[src/rtl/seg_display_scanner.sv]
// ============================================================================
// seg_display_scanner
//
// Shows one 32-bit CPU status word, chosen by display_op, as 8 hex digits on
// the board's multiplexed, active-low 7-segment display. Runs on the raw
// board clock.
//
// Each refresh frame lights the 8 digits in turn. The selected value and mode
// are captured into a shadow register on the frame boundary edge only. This
// keeps the digits from tearing when the inputs change mid-frame.
//
// Optional feature macro: SEG_DISPLAY_LEADING_ZERO_BLANK_EN
//   defined   : leading zero digits are blanked. Digit 0 is never blanked.
//               In mode 101 the address field (digits 7..5) and the data
//               field (digits 4..0) are blanked separately.
//   undefined : every digit is always drawn.
//
// Parameters
//   DIGIT_CYCLES      clocks each digit stays lit (>= 2)
//
// Ports
//   clk               board clock
//   rst_n             asynchronous active-low reset
//   display_op[2:0]   content select
//   ram_display_addr  RAM word address shown in mode 101
//   cycle_count       total CPU cycles
//   jump_count        unconditional branch count
//   branch_count      taken conditional branch count
//   pc                current PC
//   ram_data          RAM word at ram_display_addr
//   instr             current instruction
//   an[7:0]           digit enables, active-low, an[0] = rightmost digit
//   seg[6:0]          segments, active-low, seg[0]=a .. seg[6]=g
//   dp                decimal point, active-low
// ============================================================================
module seg_display_scanner #(
    parameter int DIGIT_CYCLES = 100000
) (
    input  logic        clk,
    input  logic        rst_n,
    input  logic [2:0]  display_op,
    input  logic [9:0]  ram_display_addr,
    input  logic [31:0] cycle_count,
    input  logic [31:0] jump_count,
    input  logic [31:0] branch_count,
    input  logic [31:0] pc,
    input  logic [31:0] ram_data,
    input  logic [31:0] instr,
    output logic [7:0]  an,
    output logic [6:0]  seg,
    output logic        dp
);

    localparam int TICK_W = (DIGIT_CYCLES > 2) ? $clog2(DIGIT_CYCLES) : 1;
    localparam logic [TICK_W-1:0] TICK_LAST = TICK_W'(DIGIT_CYCLES - 1);

    localparam logic [2:0] OP_ADDR_DATA = 3'b101;
    localparam logic [2:0] DP_DIGIT     = 3'd5;

    logic [TICK_W-1:0] tick;
    logic [2:0]        idx;
    logic [31:0]       shadow;
    logic [2:0]        mode_q;

    logic [31:0]       sel_value;
    logic [3:0]        cur_nib;
    logic [6:0]        cur_glyph;
    logic              cur_blank;

    // ------------------------------------------------------------------
    // Content select
    // ------------------------------------------------------------------
    always_comb begin
        sel_value = 32'h0;
        case (display_op)
            3'b000:  sel_value = cycle_count;
            3'b001:  sel_value = jump_count;
            3'b010:  sel_value = branch_count;
            3'b011:  sel_value = pc;
            3'b100:  sel_value = ram_data;
            3'b101:  sel_value = {2'b00, ram_display_addr, ram_data[19:0]};
            3'b110:  sel_value = instr;
            default: sel_value = 32'h0;
        endcase
    end

    // ------------------------------------------------------------------
    // Digit scan timer and frame snapshot
    // ------------------------------------------------------------------
    // The snapshot and the idx 7->0 wrap share one edge. Digit 0 of a new
    // frame is therefore always drawn from the new shadow.
    always_ff @(posedge clk or negedge rst_n) begin
        if (!rst_n) begin
            tick   <= '0;
            idx    <= 3'd0;
            shadow <= 32'h0;
            mode_q <= 3'b000;
        end else if (tick == TICK_LAST) begin
            tick <= '0;
            idx  <= idx + 3'd1;
            if (idx == 3'd7) begin
                shadow <= sel_value;
                mode_q <= display_op;
            end
        end else begin
            tick <= tick + 1'b1;
        end
    end

    // ------------------------------------------------------------------
    // Hex font, active-low, bit order g..a
    // ------------------------------------------------------------------
    function automatic logic [6:0] hex_glyph(input logic [3:0] nib);
        logic [6:0] g;
        g = 7'h7F;
        case (nib)
            4'h0: g = 7'b1000000;
            4'h1: g = 7'b1111001;
            4'h2: g = 7'b0100100;
            4'h3: g = 7'b0110000;
            4'h4: g = 7'b0011001;
            4'h5: g = 7'b0010010;
            4'h6: g = 7'b0000010;
            4'h7: g = 7'b1111000;
            4'h8: g = 7'b0000000;
            4'h9: g = 7'b0010000;
            4'hA: g = 7'b0001000;
            4'hB: g = 7'b0000011;
            4'hC: g = 7'b1000110;
            4'hD: g = 7'b0100001;
            4'hE: g = 7'b0000110;
            4'hF: g = 7'b0001110;
            default: g = 7'h7F;
        endcase
        return g;
    endfunction

    assign cur_nib   = shadow[{idx, 2'b00} +: 4];
    assign cur_glyph = hex_glyph(cur_nib);

    // ------------------------------------------------------------------
    // Leading-zero blanking
    // ------------------------------------------------------------------
`ifdef SEG_DISPLAY_LEADING_ZERO_BLANK_EN
    logic [7:0] nib_zero;
    logic [7:0] blank_vec;
    logic       zero_run;
    logic       field_split;

    assign field_split = (mode_q == OP_ADDR_DATA);

    always_comb begin
        for (int i = 0; i < 8; i++) begin
            nib_zero[i] = (shadow[4*i +: 4] == 4'h0);
        end
    end

    // Walk from the top digit down. zero_run stays set while every nibble
    // so far is zero. In split mode the run restarts at the top of the data
    // field. The lowest digit of each field is always drawn.
    always_comb begin
        blank_vec = 8'h00;
        zero_run  = 1'b1;
        for (int i = 7; i >= 0; i--) begin
            if (field_split && (i == 4)) begin
                zero_run = 1'b1;
            end
            zero_run     = zero_run & nib_zero[i];
            blank_vec[i] = zero_run && (i != 0) && !(field_split && (i == 5));
        end
    end

    assign cur_blank = blank_vec[idx];
`else
    assign cur_blank = 1'b0;
`endif

    // ------------------------------------------------------------------
    // Registered display outputs, one clock behind idx/shadow
    // ------------------------------------------------------------------
    always_ff @(posedge clk or negedge rst_n) begin
        if (!rst_n) begin
            an  <= 8'hFF;
            seg <= 7'h7F;
            dp  <= 1'b1;
        end else begin
            an  <= ~(8'h01 << idx);
            seg <= cur_blank ? 7'h7F : cur_glyph;
            dp  <= !((idx == DP_DIGIT) && (mode_q == OP_ADDR_DATA));
        end
    end

endmodule

[config.mk]
export PLATFORM = sky130hd
export DESIGN_NAME = seg_display_scanner
export DESIGN_NICKNAME = d
export VERILOG_FILES = /design/src/rtl/seg_display_scanner.sv
export SDC_FILE = /design/constraint.sdc
export NUM_CORES = 1
export LEC_CHECK = 0
export BUFFER_PORTS_ARGS = -buffer_cell sky130_fd_sc_hd__buf_2
export CAP_MARGIN = 20
export CORE_ASPECT_RATIO = 1.5
export CORE_UTILIZATION = 49
export CTS_BUF_LIST = sky130_fd_sc_hd__clkbuf_4
export CTS_CLUSTER_SIZE = 40
export DETAILED_ROUTE_END_ITERATION = 12
export HOLD_SLACK_MARGIN = 0.08
export PLACE_DENSITY = 0.84
export SLEW_MARGIN = 20
export SYNTH_ARGS = -nofsm -noshare
export SYNTH_HDL_FRONTEND = slang
export SYNTH_SLANG_ARGS = --single-unit
[constraint.sdc]
create_clock -name clk -period 3 [get_ports clk]
set_input_delay 0.3 -clock clk [delete_from_list [all_inputs] [get_ports clk]]
set_output_delay 0.3 -clock clk [all_outputs]
set_load 0.1 [all_outputs]
After elaboration in Yosys (flattened, before gate mapping)
Memory sizes are Yosys's and may differ from the RTL's. A register that Yosys moved wholly into a read port is not among the register bits.
Index checks and enable logic that the tools add are counted.
Widths: inputs -> output; s select.
- $add $sub $neg: 2
- equality and inequality tests: 10
- shift-type cells: 2
- multiplexer cells: 2
- bitwise gates (word level): 1
- reduce and logical (&&, ||, !) cells: 5
- operators by type and width (operator ; count):
    $pmux 32 s7 ; 1
    $shiftx 32x6->4 ; 1
    $eq 3x3->1 const B ; 6
    $add 17x1->17 const B ; 1
    $eq 17x17->1 const B ; 1
    $mux 17 ; 1
    $not 8->8 ; 1
    $shl 1x3->8 const A ; 1
    $eq 3x2->1 const B ; 2
    $add 3x1->3 const B ; 1
    $eq 3x1->1 const B ; 1
    $logic_not 3->1 ; 1
    $logic_not 1->1 ; 2
    $reduce_and 2->1 ; 1
    $logic_and 1x1->1 ; 1
- bits in registers: 64
- bits in read-only memories: 112
- memories: 1
- memory list (memory ; words ; bits a word ; rd ports ; clocked after Yosys merged registers in ; wr ports ; RTL line ; text):
    (no name shown) ; 16 ; 7 ; 1 ; 1 ; 0 ; 116 ; case (nib)

Logic depth before layout (Yosys ltp)
Gate-level depths: netlist of run 1.
- depth in word-level cells: 3
- depth in mapped cells: 9
- mapped depth without buffers: 8

Worst setup path after synthesis of run 1
Ideal clock, no wire load.
- path type: reg-to-reg
- start point: register idx[0]
- end point: register seg[3]
- arrival time: 2.146 ns
- data required time: 2.923 ns
- slack: 0.777 ns
- stages on the path, launching flop included: 10
- path buffers: 1
- cells stage by stage: dfrtp_1 > buf_2 > mux4_2 > mux2i_1 > inv_1 > ha_1 > inv_1 > nor2_1 > nand3b_1 > o21a_1
- cells in the longest elaborated chain, start to end: 1
- RTL lines (element ; RTL line ; text):
    from (decl) ; 61 ; logic [2:0] idx;
    from (signal assigned) ; 100 ; idx <= idx + 3'd1;
    $shiftx 32x6->4 ; 138 ; assign cur_nib = shadow[{idx, 2'b00} +: 4];
    to (decl) ; 50 ; output logic [6:0] seg,
No other way between the ends.
A chain may end at the register's enable or synchronous reset.

Worst setup path after layout of run 1
- start point: register idx[0]
- end point: register seg[5]
Same word-level chain as after synthesis.

==> flow_summary.ini, run 1 <==
[clock_tree]
post_cts_buffers = 0
cts_tree = done
cts_resized = 0
cts.path.max_buffers = 2
clkLatencyLatePin_ns = 0.43
h-tree-depth = 3
clkSlewWorstSetupHoldPaths_ns = 0.12
cts_hold_buffers = 1
cts_sinks = 71
cts_made_buffers = 9
root_buffer = clkbuf_4

[pwr]
p_leak_uw = 0.002924
cellPowerDensity_mw_per_mm2 = 330.8
ir_drop_v = 0.0003458

[timing]
slew_violations = 0
hold_viol_final = 0
fin_crit_ns = 2.644
fin_worst_skew_ns = 0.01455
worst_pin_slew_ns = 0.9976
fin_crit_sh_pct = 88.14
grt_setup_unrepaired = no
fmax_mhz = 378.2
finalSetupTns_ns = 0
finalSetupViolCount = 0
slew_headroom_pct = 33.25
finalWorstSetupSlack_ns = 0.3558

[drt]
drt_iter0_markers = 243
ant_nets = 0
drtPass1Iterations = 4
post_drt_via_cell_ratio = 5.849
drt-total-wl_um = 14290
vias = 4714
drc_errors = 0
routedWlPerCell_um = 17.73

[global_route]
grt_first_pass_wirelength_um = 21780
globalRoute.totalOverflow = 0
antenna_found_initial = 1
grt_pass1_vias = 4528
grt_max_degree = 57
grt.total_usage_pct = 29.12

[floorplan]
rows = 43
dieArea_mm2 = 0.01009
initial_core_util_pct = 50.97
core-area_mm2 = 0.009308
fp.dieW_um = 82.35
die_h_um = 122.5
ios = 223

[worst_setup_path]
worstSetupPathType = reg -> reg
crit_required_ns = 3.36
worst-r2r-cell-count = 7
crit_path_max_fanout = 11
critPathCaptureType = register
start_kind = register
arrival_ns = 3.00

[place]
finalWeightedCongestion = 0.9043
portBuffers = 222
hpwl_um = 11650
place_ws_ns = 0.4419

[final_layout]
fin_nets = 909
antennaDiodeCount = 0
syn2layout_area_growth_pct = 28.77
drive_gt1_share_pct = 46.83

[outcome]
status = finished clean

[synthesis]
synth_nets = 700
ys_ff_latch = 71
syn_area_per_cell_um2 = 9.864
yosys_most_used_dff = dfrtp_1
synth_area_mm2 = 0.004745
yosys-top-cells-area = dfrtp_1 (29%), mux2_2 (11%), dfstp_2 (8.9%), a22oi_1 (5.1%), mux2i_1 (4.9%)
yosys_warnings = 0
ys_seq_area_share_pct = 37.87
netlist.top_cell.by_area = dfrtp_1
synthCells = 481
synth_edf_count = 0
synth_top_area_share_pct = 29.01
synth_cell_types = 48
synthArstFlopShare_pct = 100.0

[worst_hold_path]
holdPathStages = 3
hp-class = in -> reg

[run]
max_cap_violations = 0
## layout make-up
type / instances / area [um^2]
Timing Repair Buffer: 234 / 1229
Clock inverter: 6 / 76.32
Sequential cell: 71 / 1797
Inverter: 11 / 41.29
Clock buffer: 9 / 67.56
Fill cell: 756 / 3198
Tap cell: 112 / 140.1
Multi-Input combinational cell: 363 / 2759
## placed cells by master (no fill, tap or decap), types with 2 or more instances in the layout
cell       instances
a221oi_1          15
or3_1              2
clkbuf_4           9
inv_1             10
nand3_1           13
nor2b_1            9
a22oi_1           32
o21ai_0           29
clkinv_1           3
nand2_1           49
mux2_2            47
nor2_1            34
a21oi_1           11
a22o_1            10
mux4_2            10
nand4_1            3
ha_1              12
o21a_1             2
dfstp_2           16
xor2_1             9
o221ai_1           2
mux2i_1           23
dfrtp_1           55
bufinv_16          2
o22ai_1           10
a31oi_1            4
buf_2            222
o21ai_1           11
buf_12             2
o211ai_1           2
buf_4              9
xnor2_1            7
## worst max-delay path: stages (launching register included)
cell and delay (ns):
dfrtp_1 0.70, mux4_2 0.57, mux2i_1 0.45, inv_1 0.14
ha_1 0.25, inv_1 0.11, mux2i_1 0.11, a22o_1 0.24
## final timing paths
kind / slack (ns) / to / startpoint
worst max-delay path: 0.36 / seg[5] / idx[0]
worst max register to register: 0.36 / seg[5] / idx[0]
max in group asynchronous: 1.76 / seg[5] / rst_n
worst min-delay path: 0.16 / shadow[13] / ram_data[13]
worst min register to register: 0.49 / tick[8] / tick[8]
min in group asynchronous: 0.50 / shadow[29] / rst_n
## where the power goes
| part | total (uW) | switching [uW] | leakage [uW] | internal (uW) |
|---|---|---|---|---|
| Combinational | 408 | 189 | 0.00209 | 218 |
| Clock | 644 | 320 | 0.0000783 | 324 |
| Sequential | 970 | 5.33 | 0.000758 | 964 |
## state kept, by name (all words and copies together), names as in the netlist
register	cells
seg	7
dp	1
an	8
mode_q	3
shadow	32
tick	17
idx	3
## cells by family after synthesis
family | Yosys count | share of synthesized area, %
flip-flops | 71 | 37.87
buffers and inverters | 47 | 3.982
AND/OR/NAND/NOR | 121 | 12.00
AO/OA/AOI/OAI | 134 | 19.28
multiplexers | 80 | 20.75
XOR/XNOR | 16 | 2.954
adder cells (fa/ha/maj) | 12 | 3.164
## layer usage
layer	wire, um	GRT usage, %
met5	13	0
met4	452	11.73
met3	1074	4.312
met2	7131	48.40
met1	5620	37.42
## Yosys cell counts (3+ instances only)
cell type / number
dfrtp_1: 55
nand2_1: 49
mux2_2: 47
nor2_1: 34
a22oi_1: 32
o21ai_0: 29
clkbuf_1: 24
mux2i_1: 23
dfstp_2: 16
a221oi_1: 15
nand3_1: 13
ha_1: 12
a21oi_1: 11
o21ai_1: 11
a22o_1: 10
inv_1: 10
mux4_2: 10
o22ai_1: 10
nor2b_1: 9
xor2_1: 9
buf_1: 7
xnor2_1: 7
a31oi_1: 4
buf_2: 4
nand4_1: 3
## through the flow
step                      instances  hold slack, ns  total power, uW  util [%]  area [um^2]
final                           806          0.1570             2021     65.64         6110
after global routing            806          0.1789             2107     65.64         6110
after CTS                       806          0.1544             2024     65.64         6110
after detailed placement        790          0.4289             1392     63.99         5956
after global placement          790          0.4169             1383     63.99         5956
after floorplan                 481        0.004409             1186         -         4745
No activity file was read; power rests on OpenSTA's default activity.
==> run 2, diff against run 1 <==
- CORE_ASPECT_RATIO: 1.5 -> not set
- GPL_TIMING_DRIVEN: not set -> 0
==> run 2 against run 1 <==
Clock power decreased by 10%. Register-to-register slack barely moved. Final cell count increased by 5.5%. Non-clock buffer count rose by 25. Die area barely moved. Critical endpoint is now seg[3].
==> flow_summary.ini, run 2 (synthesis results as in run 1) <==
[outcome]
status = finished clean

[global_route]
grt_first_pass_wirelength_um = 23900
globalRoute.totalOverflow = 0
grt_max_degree = 60
antenna_found_initial = 0
grt.total_usage_pct = 31.07
grt_pass1_vias = 4900

[final_layout]
layout_common_cells = buf_2 (224), dfrtp_1 (55), nand2_1 (49)
top_register = shadow
num-fill-cells = 775
largest_reg_flops = 32
drive_gt1_share_pct = 44.58
fin_util_pct = 66.32
seq_area_mm2 = 0.001797
final_common_cell = buf_2
design_area_mm2 = 0.006186
syn2layout_area_growth_pct = 30.38
fin_nets = 934
multi_input_area_mm2 = 0.002759
top_regs = shadow: 32 flops, tick: 17 flops, an: 8 flops
stdcell_count = 850

[worst_hold_path]
holdPathStages = 3
hp-class = in -> reg

[drt]
drt-total-wl_um = 15350
routedWlPerCell_um = 18.06
vias = 4924
drc_errors = 0
post_drt_via_cell_ratio = 5.793
ant_nets = 0
drtPass1Iterations = 7
drt_iter0_markers = 397

[timing]
slew_violations = 0
finalWorstSetupSlack_ns = 0.3641
fin_crit_sh_pct = 87.86
slew_headroom_pct = 54.06
hold_viol_final = 0
fin_worst_skew_ns = 0.01231
finalSetupTns_ns = 0
fmax_mhz = 379.4
grt_setup_unrepaired = no
finalSetupViolCount = 0
fin_crit_ns = 2.636
worst_pin_slew_ns = 0.6891

[pwr]
pwr-share-clk_pct = 29.2
p_leak_uw = 0.002923
ir_drop_v = 0.0002796
power_switching_uw = 550.2
cellPowerDensity_mw_per_mm2 = 320.2
switching_share_pct = 27.78
intPower_uw = 1431
seqPwrFrac_pct = 48.9
pwr-share-comb_pct = 22.0

[worst_setup_path]
worst-r2r-cell-count = 9
crit_required_ns = 3.36
worstSetupPathType = reg -> reg
crit_end = seg[3]
start_kind = register
critical_path.max_stage_delay_ns = 0.54
critPathCaptureType = register
crit_path_max_fanout = 9
reg2reg_from = idx[0]
crit_path_top_delay_cell = mux4_2
rrSetupSlack_ns = 0.36
r2r-end = seg[3]
crit_start = idx[0]
arrival_ns = 3.00
critPathMostFrequentCell = inv_1
worstPathCellList = buf_2, mux4_2, mux2i_1, inv_1, ha_1, inv_1, nor2_1, nand3b_1, o21a_1

[clock_tree]
cts_sinks = 71
root_buffer = clkbuf_4
clkLatencyLatePin_ns = 0.42
cts_tree = done
cts_made_buffers = 9
h-tree-depth = 3
clkSlewWorstSetupHoldPaths_ns = 0.12
cts.path.max_buffers = 2

[floorplan]
dieArea_mm2 = 0.01008
die_h_um = 100.4
core-area_mm2 = 0.009328
initial_core_util_pct = 50.87
ios = 223
rows = 35
fp.dieW_um = 100.4

[run]
max_cap_violations = 0

[place]
placed_cell_area_mm2 = 0.006042
hpwl_um = 12540
finalWeightedCongestion = 0.9475
placed_cells_incl_taps = 832
portBuffers = 221
place_ws_ns = 0.3925
## run 2: changes by cell type in the layout (fill, tap and decap cells not counted), moves of 2 or more
cell,delta
clkbuf_1,+24
buf_4,-8
buf_1,+7
buf_12,-2
buf_2,+2
## run 2: how the worst min path moves through the flow
stage	startpoint	end
after floorplan	rst_n	idx[0]
final	ram_data[7]	shadow[7]
after global placement	mode_q[1]	dp
after CTS	ram_display_addr[7]	shadow[27]
after detailed placement	rst_n	tick[11]
after global routing	ram_data[7]	shadow[7]
## run 2: cell type report
class                      instances  area share (%)
antenna                            1         0.04045
buffer                            36           2.387
clock buffer                       9           1.092
clock inverter                     7           1.032
inverter                          11          0.6675
multi-input combinational        363           44.60
sequential                        71           29.05
tap                              129           2.609
timing repair buffer             223           18.53
## run 2: repair_timing
item | CTS | global route
hold buffers | 1 | 0
resized for setup | 0 | 0
hold endpoints to repair | 56 | 0
buffers inserted | 0 | 0
## run 2: per-layer routing
metal / vias up / wire length (um) / global-route usage [%] / part of all wire (%)
met5: - / 0 / 0 / 0
met4: 0 / 571 / 16.39 / 3.7
met3: 53 / 1109 / 5.989 / 7.2
met2: 272 / 7691 / 51.58 / 50
met1: 2339 / 5975 / 38.44 / 39
li1: 2260 / - / - / -
## run 2: worst max-delay path: cells and delay by family, from the launching register on
family          cells  cell delay, ns
mux                 2            1.03
buf+inv             3            0.56
flops               1            0.40
fa+ha+maj           1            0.23
simple gates        2            0.23
compound gates      1            0.11
## run 2: power by group through the flow
stage	combinational, uW	sequential, uW	clock, uW
global placement	412	985	0
finish	435	968	578
floorplan	202	984	0
detailed placement	423	986	0
CTS	427	968	589
global route	467	969	630
## run 2: per-stage QoR
step	power [uW]	hold slack [ns]
6_report	1981	0.1827
2_1_floorplan	1186	0.004409
5_1_grt	2066	0.1723
3_3_place_gp	1397	0.4505
3_5_place_dp	1409	0.1613
4_1_cts	1984	0.1621
==> run 3, diff against run 2 <==
- BUFFER_PORTS_ARGS: -buffer_cell sky130_fd_sc_hd__buf_2 -> not set
- CORE_MARGIN: not set -> 1.5
- CORE_UTILIZATION: 49 -> 55
- DONT_BUFFER_PORTS: not set -> 1
- PLACE_DENSITY: 0.84 -> 0.7
==> run 3 against run 2 <==
Setup slack lost 0.0091 ns. Clock skew shrank 0.0026 ns. Largest power group unchanged. Core utilization shrank 5.4 points. Worst hold slack lost 0.083 ns. Critical endpoint unchanged.
==> flow_summary.ini, run 3 (synthesis results as in run 1) <==
[outcome]
status = finished clean

[timing]
finalSetupViolCount = 0
slew_violations = 0
slew_headroom_pct = 54.86
finalSetupTns_ns = 0
worst_pin_slew_ns = 0.6582
fmax_mhz = 378.1
fin_worst_skew_ns = 0.009759
hold_viol_final = 0
grt_setup_unrepaired = no
fin_crit_sh_pct = 88.17
fin_crit_ns = 2.645

[pwr]
p_leak_uw = 0.002069
intPower_uw = 1345
cellPowerDensity_mw_per_mm2 = 363.5
switching_share_pct = 26.78
ir_drop_v = 0.0002049
pwr-share-clk_pct = 31.4
pwr-share-comb_pct = 15.9
power_switching_uw = 492.0
seqPwrFrac_pct = 52.7

[floorplan]
initial_core_util_pct = 57.17
die_h_um = 95.88
rows = 33
core-area_mm2 = 0.008299
ios = 223
fp.dieW_um = 95.88
dieArea_mm2 = 0.009193

[global_route]
antenna_found_initial = 3
grt_first_pass_wirelength_um = 21150
grt.total_usage_pct = 31.16
grt_pass1_vias = 4016
globalRoute.totalOverflow = 0
grt_max_degree = 72

[worst_setup_path]
worstPathCellList = clkbuf_1, mux4_2, mux2i_1, inv_1, ha_1, inv_1, nor2_1, nand3b_1, o21a_1
critical_path.max_stage_delay_ns = 0.55
crit_path_top_delay_cell = mux2i_1
critPathCaptureType = register
crit_path_max_fanout = 9
arrival_ns = 3.00
critPathMostFrequentCell = inv_1
start_kind = register
worstSetupPathType = reg -> reg
crit_required_ns = 3.36

[drt]
routedWlPerCell_um = 23.31
post_drt_via_cell_ratio = 6.722
drtPass1Iterations = 5
vias = 4080
drc_errors = 0
drt-total-wl_um = 14150
drt_iter0_markers = 299
ant_nets = 0

[clock_tree]
cts.path.max_buffers = 2
cts_made_buffers = 9
post_cts_buffers = 0
clkLatencyLatePin_ns = 0.42
clkSlewWorstSetupHoldPaths_ns = 0.11
cts_tree = done
root_buffer = clkbuf_4
cts_sinks = 71
h-tree-depth = 3

[final_layout]
top_regs = shadow: 32 flops, tick: 17 flops, an: 8 flops
fin_nets = 714
syn2layout_area_growth_pct = 6.540
seq_area_mm2 = 0.001797
drive_gt1_share_pct = 19.80
multi_input_area_mm2 = 0.002759
fin_util_pct = 60.91
largest_reg_flops = 32
top_register = shadow
final_common_cell = dfrtp_1
stdcell_count = 607
num-fill-cells = 719
layout_common_cells = dfrtp_1 (55), nand2_1 (49), mux2_2 (47)

[worst_hold_path]
hp-class = in -> reg

[place]
finalWeightedCongestion = 0.9053
hpwl_um = 11380
portBuffers = 0
placed_cells_incl_taps = 586

[run]
max_cap_violations = 0
-- run 3: cell types whose count changed in the layout (fill, tap and decap cells not counted), sizes merged --
cell	delta
diode	+1
buf	-221
clkbuf	+1
clkinvlp	-1
dlygate4sd3	+1
-- run 3: repair_timing --
item | in CTS | in global routing
hold buffers | 3 | 0
endpoints found under the hold margin | 72 | 0
gates resized for setup | 0 | 0
endpoints found under the setup margin | 0 | 0
-- run 3: path summary, 6_finish.rpt --
check | from | endpoint | slack (ns) | depth (start not counted)
max | idx[1] | seg[3] | 0.35 | 9
min | ram_data[11] | shadow[11] | 0.1 | 2
max reg2reg | idx[1] | seg[3] | 0.35 | 9
min reg2reg | mode_q[1] | dp | 0.48 | 1
max in group asynchronous | rst_n | dp | 2.26 | 2
min in group asynchronous | rst_n | tick[8] | 0.41 | 2
-- run 3: power groups by stage --
stage	logic, uW	registers, uW	clock network (uW)
2_1_floorplan	202	984	0
3_3_place_gp	257	986	0
3_5_place_dp	261	986	0
4_1_cts	287	968	586
5_1_grt	314	969	625
6_report	292	968	577
-- run 3: per-stage QoR --
| stage | hold slack, ns | instance area (um^2) | total power, uW | setup slack [ns] |
|---|---|---|---|---|
| 5_1_grt | 0.1016 | 5052 | 1908 | 0.07959 |
| 6_report | 0.09971 | 5055 | 1837 | 0.3550 |
| 3_5_place_dp | 0.006651 | 4876 | 1247 | 0.3406 |
| 3_3_place_gp | 0.006558 | 4876 | 1243 | 0.4699 |
| 2_1_floorplan | 0.004409 | 4745 | 1186 | 0.7770 |
| 4_1_cts | 0.08848 | 5050 | 1841 | 0.3162 |
-- run 3: critical path, delay by kind of cell (launching register included) --
family | cells | cell delay (ns)
fa+ha+maj | 1 | 0.24
mux | 2 | 0.94
simple gates | 2 | 0.22
flops | 1 | 0.39
compound gates | 1 | 0.11
buf+inv | 3 | 0.69
-- run 3: layout make-up --
class | instances | area share [%]
tap | 105 | 2.599
buffer | 36 | 2.921
sequential | 71 | 35.54
inverter | 11 | 0.8168
antenna | 2 | 0.09901
multi-input combinational | 363 | 54.58
clock inverter | 6 | 1.015
timing repair buffer | 3 | 0.9406
clock buffer | 10 | 1.485
-- run 3: layer usage --
metal / global-route usage, % / share of wire [%] / routed length (um) / vias up
met1: 37.97 / 39 / 5519 / 2005
met5: 0 / 0.18 / 25 / -
met4: 15.20 / 4.0 / 562 / 4
li1: - / - / - / 1815
met2: 51.94 / 50 / 7115 / 212
met3: 6.951 / 6.5 / 925 / 44
